--- config.mk ---
export PLATFORM = sky130hd
export DESIGN_NAME = lsu_ctrl_flat
export DESIGN_NICKNAME = d
export VERILOG_FILES = /design/src/rtl/lsu_ctrl_if.sv /design/src/rtl/lsu_ctrl.sv /design/src/flat_wrapper.sv
export SDC_FILE = /design/constraint.sdc
export NUM_CORES = 1
export LEC_CHECK = 0
export ABC_AREA = 1
export CORE_AREA = 2 2 133 135
export CTS_CLUSTER_SIZE = 24
export DETAILED_ROUTE_END_ITERATION = 6
export DIE_AREA = 0 0 135 137
export PLACE_DENSITY = 0.69
export SLEW_MARGIN = 25
export SYNTH_ARGS = -nofsm -noshare
export SYNTH_HDL_FRONTEND = slang
export SYNTH_SLANG_ARGS = --single-unit
--- constraint.sdc ---
create_clock -name clock -period 1.2 [get_ports clock]
set_input_delay 0.24 -clock clock [delete_from_list [all_inputs] [get_ports clock]]
set_output_delay 0.24 -clock clock [all_outputs]
set_load 0.01 [all_outputs]
--- src/rtl/lsu_ctrl_if.sv ---
`default_nettype none
// ============================================================================
// Module      : lsu_ctrl_if
// Description : Request handshake, RAM bus and register-file write port of
//               the load/store controller.
// Revision    : 1.0 - initial release
// ============================================================================
interface lsu_ctrl_if;
    logic        req_valid;
    logic        req_ready;
    logic        req_store;
    logic [7:0]  req_addr;
    logic [63:0] req_data;
    logic [4:0]  req_rd;
    logic [63:0] ram_address;
    logic [63:0] ram_in;
    logic        ram_write;
    logic [63:0] ram_out;
    logic        rf_write;
    logic [4:0]  rf_writeReg;
    logic [63:0] rf_data;
    logic        done;

    modport slave (
        input  req_valid, req_store, req_addr, req_data, req_rd, ram_out,
        output req_ready, ram_address, ram_in, ram_write,
               rf_write, rf_writeReg, rf_data, done
    );

    modport master (
        output req_valid, req_store, req_addr, req_data, req_rd, ram_out,
        input  req_ready, ram_address, ram_in, ram_write,
               rf_write, rf_writeReg, rf_data, done
    );
endinterface
`default_nettype wire

--- src/rtl/lsu_ctrl.sv ---
`default_nettype none
// ============================================================================
// Module      : lsu_ctrl
// Description : Single-outstanding load/store controller between a request
//               port, a falling-edge RAM and a register file.
//               Define LSU_CTRL_STATS_EN to add load/store completion counters.
// Revision    : 1.0 - initial release
// ============================================================================
module lsu_ctrl (
    input  wire logic   clock,
    input  wire logic   reset,
`ifdef LSU_CTRL_STATS_EN
    output logic [15:0] load_count,
    output logic [15:0] store_count,
`endif
    lsu_ctrl_if.slave   bus
);
    localparam logic [1:0] S_IDLE    = 2'd0;
    localparam logic [1:0] S_ST_WR   = 2'd1;
    localparam logic [1:0] S_LD_ADDR = 2'd2;
    localparam logic [1:0] S_LD_WB   = 2'd3;

    logic [1:0]  state_q, state_d;
    logic [7:0]  addr_q;
    logic [63:0] data_q;
    logic [4:0]  rd_q;
    logic        store_q;
    logic        w_handshake;

    assign w_handshake = bus.req_valid && (state_q == S_IDLE);

    // Request fields are captured only on the handshake, so later input
    // changes cannot disturb an operation in flight.
    always_ff @(posedge clock) begin
        if (reset) begin
            state_q <= S_IDLE;
            addr_q  <= 8'h00;
            data_q  <= 64'h0;
            rd_q    <= 5'd0;
            store_q <= 1'b0;
        end else begin
            state_q <= state_d;
            if (w_handshake) begin
                addr_q  <= bus.req_addr;
                data_q  <= bus.req_data;
                rd_q    <= bus.req_rd;
                store_q <= bus.req_store;
            end
        end
    end

    always_comb begin
        state_d = state_q;
        case (state_q)
            S_IDLE: begin
                if (w_handshake) begin
                    state_d = bus.req_store ? S_ST_WR : S_LD_ADDR;
                end
            end
            S_ST_WR:   state_d = S_IDLE;
            S_LD_ADDR: state_d = S_LD_WB;
            S_LD_WB:   state_d = S_IDLE;
            default:   state_d = S_IDLE;
        endcase
    end

    always_comb begin
        bus.req_ready   = (state_q == S_IDLE);
        bus.ram_address = {addr_q, 56'h0};
        bus.ram_in      = data_q;
        bus.ram_write   = (state_q == S_ST_WR) && store_q;
        bus.rf_write    = (state_q == S_LD_WB);
        bus.rf_writeReg = rd_q;
        bus.rf_data     = bus.ram_out;
        bus.done        = (state_q == S_ST_WR) || (state_q == S_LD_WB);
    end

`ifdef LSU_CTRL_STATS_EN
    logic [15:0] load_cnt_q;
    logic [15:0] store_cnt_q;

    // Counters wrap naturally at 16 bits.
    always_ff @(posedge clock) begin
        if (reset) begin
            load_cnt_q  <= 16'h0000;
            store_cnt_q <= 16'h0000;
        end else begin
            if (state_q == S_LD_WB) begin
                load_cnt_q <= load_cnt_q + 16'h0001;
            end
            if ((state_q == S_ST_WR) && store_q) begin
                store_cnt_q <= store_cnt_q + 16'h0001;
            end
        end
    end

    assign load_count  = load_cnt_q;
    assign store_count = store_cnt_q;
`else
    // Statistics counters are not built in this configuration.
`endif

endmodule
`default_nettype wire

--- src/flat_wrapper.sv ---
// flat-port wrapper written by rule: the top's interface ports become plain ports
module lsu_ctrl_flat 
  (clock, reset, bus_req_valid, bus_req_store, bus_req_addr, bus_req_data, bus_req_rd, bus_ram_out, bus_req_ready, bus_ram_address, bus_ram_in, bus_ram_write, bus_rf_write, bus_rf_writeReg, bus_rf_data, bus_done);
  lsu_ctrl_if bus_i ();
  input  wire logic clock;
  input  wire logic reset;
  input wire logic [$bits(bus_i.req_valid)-1:0] bus_req_valid;
  input wire logic [$bits(bus_i.req_store)-1:0] bus_req_store;
  input wire logic [$bits(bus_i.req_addr)-1:0] bus_req_addr;
  input wire logic [$bits(bus_i.req_data)-1:0] bus_req_data;
  input wire logic [$bits(bus_i.req_rd)-1:0] bus_req_rd;
  input wire logic [$bits(bus_i.ram_out)-1:0] bus_ram_out;
  output wire logic [$bits(bus_i.req_ready)-1:0] bus_req_ready;
  output wire logic [$bits(bus_i.ram_address)-1:0] bus_ram_address;
  output wire logic [$bits(bus_i.ram_in)-1:0] bus_ram_in;
  output wire logic [$bits(bus_i.ram_write)-1:0] bus_ram_write;
  output wire logic [$bits(bus_i.rf_write)-1:0] bus_rf_write;
  output wire logic [$bits(bus_i.rf_writeReg)-1:0] bus_rf_writeReg;
  output wire logic [$bits(bus_i.rf_data)-1:0] bus_rf_data;
  output wire logic [$bits(bus_i.done)-1:0] bus_done;
  assign bus_i.req_valid = bus_req_valid;
  assign bus_i.req_store = bus_req_store;
  assign bus_i.req_addr = bus_req_addr;
  assign bus_i.req_data = bus_req_data;
  assign bus_i.req_rd = bus_req_rd;
  assign bus_i.ram_out = bus_ram_out;
  assign bus_req_ready = bus_i.req_ready;
  assign bus_ram_address = bus_i.ram_address;
  assign bus_ram_in = bus_i.ram_in;
  assign bus_ram_write = bus_i.ram_write;
  assign bus_rf_write = bus_i.rf_write;
  assign bus_rf_writeReg = bus_i.rf_writeReg;
  assign bus_rf_data = bus_i.rf_data;
  assign bus_done = bus_i.done;
  lsu_ctrl u_core (.clock(clock), .reset(reset), .bus(bus_i));
endmodule
==> results by group <==
Routing
  • Post-detailed-route wirelength per cell: 13.74 um
  • DRC: 0
  • ANT nets after route: 0
  • Drt first pass iters: 4
  • Drt total wl: roughly 14 mm
  • Post-DR vias/cell: 4.172
  • Via Count: between 4000 and 5000
  • Initial DRC Count: between 100 and 150

Worst setup path
  • Setup crit end kind: output port
  • CP Cell Sequence: buf_6, nand2_2, nor2_2, buf_2
  • Crit path max-delay cell type: dfxtp_4
  • Critical Path RT: 960 ps
  • R2r worst-path depth: 7
  • Max incr delay on CP: 360 ps
  • Data arrival, critical path: ~1100 ps
  • Crit path max fanout: 4
  • CP Launch Type: flop
  • Critical path depth: 4
  • Critical path's top delay family: flip-flops
  • Critical path class: reg -> out
  • Worst Path Buf+Inv: 2

STA
  • Tmin final: between 1000 and 1500 ps
  • FMAX: between 700 and 800 MHz
  • Final worst path period share: 110.8%
  • Final worst slack: -130.2 ps
  • Skew final: ~4.5 ps
  • Final setup viols: between 70 and 80
  • Pins over their slew limit: 0
  • Unrepaired setup endpoints after global routing: yes
  • Final Hold Viols: 0

Clocking
  • CTS root buf: clkbuf_16
  • Total CTS buffers: 9
  • Worst-skew pair later-pin latency: around 340 ps
  • H-tree Lvls: 3
  • Total clock sinks: 80
  • Clk buf depth: 2
  • Clock slew at reported path FFs: approximately 60 ps
  • CTS tree: yes

Finish
  • # diodes: 0
  • Area grow syn2layout: 53.65%
  • Final core utilization: 40.59%
  • Layout cell share with drive strength beyond 1: 26.61%
  • Final nets: 904
  • Layout Cells excl Fill: about 990
  • Design Area, Final: between 6000 and 7000 sq um

Synthesis
  • Post-synthesis adder-cell area fraction: 0%
  • Post-Synth Simple-Gate Area: around 22%
  • Mux cell area share after synthesis: 0%
  • Synthesized instance count: 645
  • Number of synthesis warnings: 0
  • Yosys top cell by area: dfxtp_1
  • Most common cell in the netlist: buf_4
  • Mapped Area: 4506 sq um
  • Predominant post-synthesis flop cell: dfxtp_1
  • Largest family of logic cells by synthesized area: buffers and inverters
  • Yosys top cell area share: ~36%
  • Async S/R FF share, synth: 0%
  • Yosys reg bits: 80
  • Fraction of the mapped netlist area in compound gates: ~9%
  • Unique masters post-synth: 15
  • Xor/xnor share of the synthesized area: 0%
  • Sequential area share after synthesis: between 30% and 40%
  • Synth area leaders: dfxtp_1 (36%), buf_4 (20%), a21oi_1 (8.9%)
  • Avg Cell Area, Syn: 6.985 sq um
  • Number of flops mapped to enable cells by yosys: 0

Die
  • Ports: about 350
  • Initial Utilization: a little over a quarter
  • Die width: 135 um
  • Core area: 17060 sq um
  • Die height: between 100 and 150 um
  • Die area: around 18000 sq um
  • FP Rows: 48

Placed design
  • Post-DP HPWL: 7.595 mm
  • Routability cong.: 0.7040
  • Placed cell areas: between 5000 and 6000 sq um
  • Post-place setup slack: -244.0 ps
  • Port Buffer Count: around 160
  • Inst Count DP: between 900 and 1000

GRT
  • Initial antenna violation count: 0
  • Gr ovfl total: 0
  • Total GRT Usage: 11.73%
  • Largest net degree at the start of global routing: 58
  • First-pass GRT wire length: about 17 mm
  • Number of global-route vias before repair: roughly 3300

Min path
  • Worst hold path class: in -> reg
  • WHS Path Cells: 4

Run status
  • Failing checks: negative setup slack
  • Run status: finished, violations left

Pwr
  • P per Cell Area: 1164 nW/um^2
  • Leak Pwr: 0.003368 uW
  • VDD IR max: 0.6183 mV

Run
  • Max-Cap Viols: 0
-- cell type report --
class,count,area [sq um]
sequential,80,1614
clock inverter,3,17.52
clock buffer,12,256.5
multi-input combinational,376,2051
fill,1753,10130
tap,225,281.5
timing repair buffer,211,2399
inverter,81,304.0
-- path summary, 6_finish.rpt --
path                                            from                                 end  slack, ps
setup / recovery      u_core.state_q[0]$_SDFFE_PP0P_                       bus_ram_write       -130
hold / removal                         bus_req_valid       u_core.addr_q[4]$_SDFFE_PP0P_        290
setup reg to reg      u_core.state_q[0]$_SDFFE_PP0P_   u_core.bus.ram_in[3]$_SDFFE_PP0P_        -60
hold reg to reg   u_core.bus.ram_in[14]$_SDFFE_PP0P_  u_core.bus.ram_in[14]$_SDFFE_PP0P_        470
-- kinds of logic after synthesis --
family	count (synthesis)
AO/OA/AOI/OAI	81
buffers and inverters	244
flip-flops	80
other	1
AND/OR/NAND/NOR	239
-- worst register-to-register path: cells and delay by family, from the launching register on --
| kind | cells | cell delay [ps] |
|---|---|---|
| buffers and inverters | 3 | 490 |
| and+or+nand+nor | 4 | 330 |
| DFF | 1 | 350 |
-- repair_timing --
item	in CTS	in global routing
cloned	3	22
gates resized for setup	159	166
endpoints found under the setup margin	156	138
pin swaps	2	37
hold buffers	0	0
buffers inserted	5	3
-- layout by cell type, fill, tap and decap left out, types with 2 or more instances in the layout --
master / instances
dfxtp_1: 74
conb_1: 56
a21oi_2: 6
nand2_1: 74
nor2_1: 79
clkdlybuf4s15_2: 4
buf_2: 3
clkdlybuf4s50_1: 79
dfxtp_4: 2
dfxtp_2: 4
nand2_2: 6
clkbuf_16: 26
buf_16: 4
a21oi_1: 74
clkdlybuf4s15_1: 40
buf_12: 13
nand3_2: 76
clkbuf_8: 2
clkinv_2: 2
inv_1: 80
buf_6: 10
clkbuf_2: 31
buf_4: 8
-- power by group --
group / internal [uW] / switching, uW / leakage [uW]
clock: 1500 / 1070 / 0.000134
sequential: 2900 / 134 / 0.000666
combinational: 1290 / 1160 / 0.00257
total: 5690 / 2370 / 0.00337
-- layer usage --
metal	vias up	GRT usage [%]	wire length, um
met2	176	18.47	6303
met3	38	3.556	983
met5	-	0	0
met4	0	6.308	384
li1	2046	-	-
met1	1862	14.37	5900
-- stage by stage --
stage	power, uW	hold WS, ps	TNS [ps]
global placement	4960	460.6	-9738
detailed placement	4979	467.1	-10520
floorplan	4407	331.9	0
CTS	7607	293.0	-3371
global route	8526	317.1	-7538
finish	8062	294.8	-1895
-- registers in the layout, summed over array words and instances, names as in the netlist --
register,cells
u_core.bus.rf_writeReg,5
u_core.addr_q,8
u_core.state_q,2
u_core.store_q,1
u_core.bus.ram_in,64
No activity file was read; power rests on OpenSTA's default activity.
